$ cat src/rtl/reg_alu_seq.sv
// Instruction sequencer for reg_alu: a 4-deep instruction/immediate FIFO feeding
// a single-issue executor that drives the register-file write beats and latches carry.
module reg_alu_seq (
    input  logic        clk,
    input  logic        reset,
    input  logic        in_valid,
    output logic        in_ready,
    input  logic [15:0] in_instr,
    input  logic [15:0] in_imm,
    output logic        sel,
    output logic        wr,
    output logic [1:0]  op,
    output logic [2:0]  rd_addr_a,
    output logic [2:0]  rd_addr_b,
    output logic [2:0]  wr_addr,
    output logic [15:0] d_in,
    input  logic        cout,
    output logic        carry,
    output logic        busy
);

    typedef enum logic {
        IDLE = 1'b0,
        EXEC = 1'b1
    } state_e;

    typedef enum logic [1:0] {
        CLS_NOP = 2'b00,
        CLS_LDI = 2'b01,
        CLS_ALU = 2'b10,
        CLS_REP = 2'b11
    } class_e;

    // ------------------------------------------------------------------
    // Instruction FIFO: each entry is {instr, imm}
    // ------------------------------------------------------------------
    logic [31:0] fifo_mem_q [4];
    logic [1:0]  wr_ptr_q, rd_ptr_q;
    logic [2:0]  count_q;
    logic        full, empty, push, pop;

    assign full     = (count_q == 3'd4);
    assign empty    = (count_q == 3'd0);
    assign in_ready = !full;
    // A full FIFO refuses the push even when the executor pops on the same edge.
    assign push     = in_valid && !full;

    always_ff @(posedge clk) begin
        if (reset) begin
            wr_ptr_q <= 2'd0;
            rd_ptr_q <= 2'd0;
            count_q  <= 3'd0;
        end else begin
            if (push) wr_ptr_q <= wr_ptr_q + 2'd1;
            if (pop)  rd_ptr_q <= rd_ptr_q + 2'd1;
            case ({push, pop})
                2'b10:   count_q <= count_q + 3'd1;
                2'b01:   count_q <= count_q - 3'd1;
                default: count_q <= count_q;
            endcase
        end
    end

    // NOTE: storage is not reset; the pointers and count alone define which entries are valid.
    always_ff @(posedge clk) begin
        if (push && !reset) fifo_mem_q[wr_ptr_q] <= {in_instr, in_imm};
    end

    // ------------------------------------------------------------------
    // Executor: issue register plus beat counter
    // ------------------------------------------------------------------
    state_e      state_q, state_d;
    logic [31:0] issue_q, issue_d;
    logic [2:0]  beat_q, beat_d;
    logic        carry_q;

    class_e      cls;
    logic [2:0]  cnt;
    logic        last_beat;

    assign cls       = class_e'(issue_q[31:30]);
    assign cnt       = issue_q[18:16];
    assign last_beat = (cls != CLS_REP) || (beat_q == cnt);

    always_ff @(posedge clk) begin
        if (reset) begin
            state_q <= IDLE;
            issue_q <= 32'd0;
            beat_q  <= 3'd0;
        end else begin
            state_q <= state_d;
            issue_q <= issue_d;
            beat_q  <= beat_d;
        end
    end

    // NOTE: every output of this block is given a default first so no path infers a latch.
    always_comb begin
        state_d = state_q;
        issue_d = issue_q;
        beat_d  = beat_q;
        pop     = 1'b0;
        case (state_q)
            IDLE: begin
                if (!empty) begin
                    pop     = 1'b1;
                    state_d = EXEC;
                    issue_d = fifo_mem_q[rd_ptr_q];
                    beat_d  = 3'd0;
                end
            end
            EXEC: begin
                if (last_beat) begin
                    if (!empty) begin
                        // Back-to-back issue: next instruction loads on the last beat's edge.
                        pop     = 1'b1;
                        issue_d = fifo_mem_q[rd_ptr_q];
                        beat_d  = 3'd0;
                    end else begin
                        state_d = IDLE;
                    end
                end else begin
                    beat_d = beat_q + 3'd1;
                end
            end
            default: state_d = IDLE;
        endcase
    end

    // reg_alu controls come only from the issue register, never from the FIFO head.
    always_comb begin
        wr        = 1'b0;
        sel       = 1'b0;
        op        = 2'd0;
        wr_addr   = 3'd0;
        rd_addr_a = 3'd0;
        rd_addr_b = 3'd0;
        d_in      = 16'd0;
        if (state_q == EXEC) begin
            wr        = (cls != CLS_NOP);
            sel       = (cls == CLS_ALU) || (cls == CLS_REP);
            op        = issue_q[29:28];
            wr_addr   = issue_q[27:25];
            rd_addr_a = issue_q[24:22];
            rd_addr_b = issue_q[21:19];
            d_in      = issue_q[15:0];
        end
    end

    always_ff @(posedge clk) begin
        if (reset) begin
            carry_q <= 1'b0;
        end else if (wr && sel) begin
            carry_q <= cout;
        end
    end

    assign carry = carry_q;
    assign busy  = (state_q == EXEC) || !empty;

endmodule

$ cat config.mk
export PLATFORM = sky130hd
export DESIGN_NAME = reg_alu_seq
export DESIGN_NICKNAME = d
export VERILOG_FILES = /design/src/rtl/reg_alu_seq.sv
export SDC_FILE = /design/constraint.sdc
export NUM_CORES = 1
export LEC_CHECK = 0
export BUFFER_PORTS_ARGS = -buffer_cell sky130_fd_sc_hd__buf_2
export CAP_MARGIN = 15
export CORE_UTILIZATION = 53
export CTS_CLUSTER_DIAMETER = 100
export DETAILED_ROUTE_END_ITERATION = 7
export GPL_TIMING_DRIVEN = 0
export HOLD_SLACK_MARGIN = 0.05
export PLACE_DENSITY = 0.85
export SLEW_MARGIN = 20
export SYNTH_ARGS = -nofsm -noshare
export SYNTH_HDL_FRONTEND = slang
export SYNTH_SLANG_ARGS = --single-unit
$ cat constraint.sdc
create_clock -name clk -period 2.36 [get_ports clk]
set_input_delay 0.472 -clock clk [delete_from_list [all_inputs] [get_ports clk]]
set_output_delay 0.472 -clock clk [all_outputs]
set_load 0.005 [all_outputs]
Word level (Yosys, flattened, before mapping)
Memories as Yosys holds them, arrays and structs flattened. A register that Yosys moved wholly into a read port is not among the register bits.
Cells that the tools add are included.

storage, ports and cells
  memories = 1
  output and inout port bits = 32
  bits of input ports = 36
  bits in registers = 44
  bits in writable memories = 128
  word-level logic and storage cells = 57

memories
  name        words  bits a word  read ports  clocked after Yosys merged registers in  write ports  RTL line  source
  fifo_mem_q  4      32           1           1                                        1            37        logic [31:0] fifo_mem_q [4];

operators by class
  muxes and demuxes = 23
  add/sub/neg operators = 5
  equal/unequal tests = 8
  bitwise operators = 1
  reduce and logical (&&, ||, !) cells = 12

operators with widths
  cell                 number
  $mux 32              2
  $pmux 32 s2          1
  $mux 16              1
  $mux 3               5
  $pmux 3 s2           2
  $mux 1               7
  $add 3x1->3 const B  2
  $eq 2x2->1 const B   3
  $mux 2               3
  $add 2x1->2 const B  2
  $pmux 1 s2           2
  $reduce_bool 2->1    2
  $eq 3x3->1           1
  $eq 3x3->1 const B   1
  $logic_and 1x1->1    3
  $logic_not 1->1      3
  $logic_not 3->1      1
  $logic_or 1x1->1     3
  $sub 3x1->3 const B  1
  $eq 2x1->1 const B   1
  $ne 2x1->1 const B   1
  $ne 2x2->1 const B   1
  $not 1->1            1

Logic depth before layout (Yosys ltp)
  word-level depth = 6
  mapped depth = 10
  depth with buffers taken out = 9

Least setup slack after synthesis
No wires, ideal clock.

  kind = register to register
  start point = register beat_q[0]
  end point = register count_q[2]
  required time = 2290 ps
  library setup time = 70 ps
  path slack = 68 ps
  cell stages (with the launch flop) = 11
  path buffers = 1
  arrival = 2222 ps
  period minus slack after synthesis = 2292 ps
  path through = dfxtp_1 -> xor2_1 -> o31a_1 -> buf_6 -> nor2_1 -> ha_1 -> inv_1 -> fa_1 -> xor2_1 -> or3_1 -> a21oi_1

between the ends
  longest elaborated chain between the ends = 6
  elaborated cells between the ends (all ways) = 8
  those cells by class = 3 x eq/ne; 3 x mux; 2 x reduce/logical

ends and longest elaborated chain
  item                                             RTL line  source
  from (decl)                                      74        logic [2:0] beat_q, beat_d;
  from (signal assigned)                           93        beat_q <= beat_d;
  $eq 3x3->1 (*)                                   83        assign last_beat = (cls != CLS_REP) || (beat_q == cnt);
  $logic_or 1x1->1 (*)                             83
  $mux 1 (*)                                       113       if (last_beat) begin
  $pmux 1 s2 (*)                                   103       case (state_q)
  via pop                                          40        logic full, empty, push, pop;
  $eq 2x1->1 or $eq 2x2->1 (tied branches)         56        case ({push, pop})
  $pmux 3 s2 or $reduce_bool 2->1 (tied branches)  n/a
  to (signal assigned)                             57        2'b10: count_q <= count_q + 3'd1;
  to (signal assigned)                             58        2'b01: count_q <= count_q - 3'd1;
  to (signal assigned)                             59        default: count_q <= count_q;
  to (decl)                                        39        logic [2:0] count_q;

The timed path passes the listed nets; every way through them passes the cells marked *.
A chain may end at the register's enable or synchronous reset.

Final worst setup path
  start point = register issue_q[16]
  end point = register count_q[2]

between the ends
  longest elaborated chain between the ends = 6
  elaborated cells between the ends (all ways) = 8
  those cells by class = 3 x eq/ne; 3 x mux; 2 x reduce/logical

ends and longest elaborated chain
  item                                             RTL line  source
  from (decl)                                      73        logic [31:0] issue_q, issue_d;
  from (signal assigned)                           92        issue_q <= issue_d;
  $eq 3x3->1 (*)                                   83
  $logic_or 1x1->1 (*)                             83
  $mux 1 (*)                                       113
  $pmux 1 s2 (*)                                   103
  via pop                                          40
  $eq 2x1->1 or $eq 2x2->1 (tied branches)         56
  $pmux 3 s2 or $reduce_bool 2->1 (tied branches)  n/a

Marked as above.

==> impl_results.md <==
* Die H at 114.6 um
* DRC at 0
* Worst Tran Pin Value at 0.6911 ns
* Top cells by area, synth: edfxtp_1 57%, dfxtp_1 14%, mux4_2 11%, and2_1 3.0%, a21oi_1 2.8%
* Total Power at 0.008794 W
* Pleak at 2.835 nW
* Max cap viols at 0
* Synth area leader: edfxtp_1
* CTS buffer count at 17
* Required time of the critical path at 2.72 ns
* RSZ-0062 raised after global routing: yes
* Setup TNS at -0.1022 ns
* Fin. Hold Viols at 0
* Final setup viols at 1
* Startpoint Class: flop
* Critical Path AT at 2.82 ns
* Initial antenna violation count at 1
* RePlAce Congestion at 0.7635
* Yosys top cell area share at 57.21%
* Pwr dens at 1095 nW/um^2
* DR vias/cell at 5.790
* Clk slew on worst S/H paths at 0.07 ns
* Share of cells above drive strength 1 at 32.96%
* Clock buffer depth at 2
* Initial Util at 55.25%
* Seq pwr share at 44.8%
* Post-synthesis register bit count at 174
* Worst Skew at 0.01302 ns
* # hold bufs at CTS at 0
* Fin crit share at 104.3%
* Most frequent cells in the layout: 128 x edfxtp_1, 76 x buf_2, 41 x dfxtp_1
* CTS tree: built
* Worst-Skew Late Latency at 0.43 ns
* Pin count of the biggest net entering global routing at 24
* CP max stage cell: or3_4
* Vias in the first global route at 4,084
* CTS Sinks at 174
* Avg Cell Area, Syn at 15.85 um^2
* Final WS setup at -0.1022 ns
* Synth Cell Area at 6719 um^2
* CP cell instances: xor2_2 > o31a_1 > buf_6 > nor2_4 > ha_4 > inv_1 > fa_2 > xor2_2 > or3_4 > a21oi_2
* Max Slew Vio Count at 0
* Power share of the clock group at 30.3%
* Die ar. at 13,130 um^2
* Die X at 114.6 um
* IR drop worst, VDD at 582.9 uV
* Global-route wire length before repair at 21,200 um
* Hold_ws at 0.2550 ns
* Vias at 4,053
* Fmax at 0.4061 GHz
* DP HPWL at 8843 um
* Mapped Cells at 424
* DR iter-0 viols at 442
* Cell Int Power at 0.006191 W
* Core Rows at 40
* Routed len/inst at 20.13 um
* I/O Buffers at 67
* Logic pwr share at 24.9%
* Overall routing resource usage at 22.34%
* Area growth syn-to-layout at 19.53%
* H-tree depth at 4
* Gr ovfl total at 0
* Hold crit path type: input port to flop
* Status: finished with violations
* Net Sw Frac at 29.60%
* Unique masters post-synth at 34
* Crit end category: flop
* Slew headroom at 53.93%
* Clk root buf: clkbuf_16
* Io pins at 68
* DRT Pass-1 Iters at 7
* Final min period at 2.462 ns
* Sequential element share of the synthesized area at 70.91%
* CP max FO at 5
* Failing checks: negative setup slack
* Post-layout util at 66.04%
* Sw Pwr at 0.002603 W
* Detail Route Antenna Nets at 0
* Post-Route WL at 14,090 um
* Most frequent CP cell: xor2_2
* Synth Warn # at 0
* Worst stage delay on the critical path at 0.37 ns
* Most common cell after layout, fill and taps aside: edfxtp_1
* Nets@finish at 561
* Kind of critical path: flop to flop
* Floorplan core area at 12,160 um^2
* Syn Nets at 467
## path summary, 6_finish.rpt
kind,end,from,slack (ns),cells past startpoint
setup / recovery,count_q[2],issue_q[16],-0.10,10
hold / removal,fifo_mem_q[3][4],in_imm[4],0.26,1
setup reg to reg,count_q[2],issue_q[16],-0.10,10
hold reg to reg,issue_q[20],issue_q[20],0.47,2
## sequential cells by signal, indices dropped and copies added (netlist names), named ones only
signal      count
fifo_mem_q    128
issue_q        32
beat_q          3
count_q         3
rd_ptr_q        2
wr_ptr_q        2
carry           1
state_q         1
## layer usage
metal,global-route usage [%],vias up,routed length (um)
li1,-,1821,-
met1,26.21,2018,5322
met2,37.98,190,7525
met3,6.882,24,979
met4,9.957,0,262
met5,0,-,0
## synth_stat cells, drive strengths merged
master	number
mux2i	1
dfxtp	46
nand3b	2
a31oi	1
o21ai	33
a311oi	1
o21a	1
inv	6
nor2	9
or3b	1
buf	13
edfxtp	128
xnor2	1
xor2	5
and2	32
nand2b	1
ha	6
nand3	34
clkbuf	17
a21oi	38
or3	3
mux4	32
a31o	1
o31ai	2
fa	1
nand2	3
nor3	3
o31a	1
nand4b	1
and3	1
## kinds of logic after synthesis
| kind of cell | Yosys count | share of synthesized area (%) |
|---|---|---|
| AO/OA/AOI/OAI | 78 | 6.313 |
| buffers and inverters | 36 | 2.346 |
| AND/OR/NAND/NOR | 90 | 7.356 |
| flip-flops | 174 | 70.91 |
| adder cells (fa/ha/maj) | 7 | 1.415 |
| XOR/XNOR | 6 | 0.7821 |
| multiplexers | 33 | 10.88 |
## through the flow
stage          std cells  cell area [um^2]  setup WS [ns]
2_1_floorplan        424              6719        0.06800
3_5_place_dp         663              7350        -0.1353
5_1_grt              699              8029        -0.1621
4_1_cts              695              7961       -0.01508
6_report             700              8031        -0.1022
3_3_place_gp         659              7264        -0.2707
## what timing repair did
| item | 4_1_cts | 5_1_grt |
|---|---|---|
| setup buffers | 0 | 4 |
| setup endpoints to repair | 2 | 12 |
| pin swaps | 1 | 5 |
| hold endpoints to repair | 0 | 0 |
| resized for setup | 11 | 11 |
## worst max-delay path: cells and delay by family, from the launching register on
kind | cells | cell delay, ns
AOI/OAI and AO/OA | 2 | 0.46
xor gates and xnor gates | 2 | 0.36
adders and majority gates | 2 | 0.51
buffers and inverters | 2 | 0.20
DFF | 1 | 0.36
and+or+nand+nor | 2 | 0.51
## layout make-up
class,count,area (um^2)
inverters,6,22.52
fillers,782,4130
plain buffers,30,138.9
clock inverters,12,93.84
multi-input cells,214,1869
flip-flops and latches,174,4773
clock buffers,20,478.0
repair buffers,75,442.9
diodes,1,2.502
well taps,168,210.2
## power groups by stage
stage	registers (W)	clock network, W	logic [W]
2_1_floorplan	0.00389	0	0.00148
3_3_place_gp	0.00394	0	0.00193
3_5_place_dp	0.00396	0	0.00205
4_1_cts	0.00392	0.00267	0.00212
5_1_grt	0.00398	0.00280	0.00237
6_report	0.00394	0.00266	0.00219
Note: power is estimated with default switching activity, not from simulation.
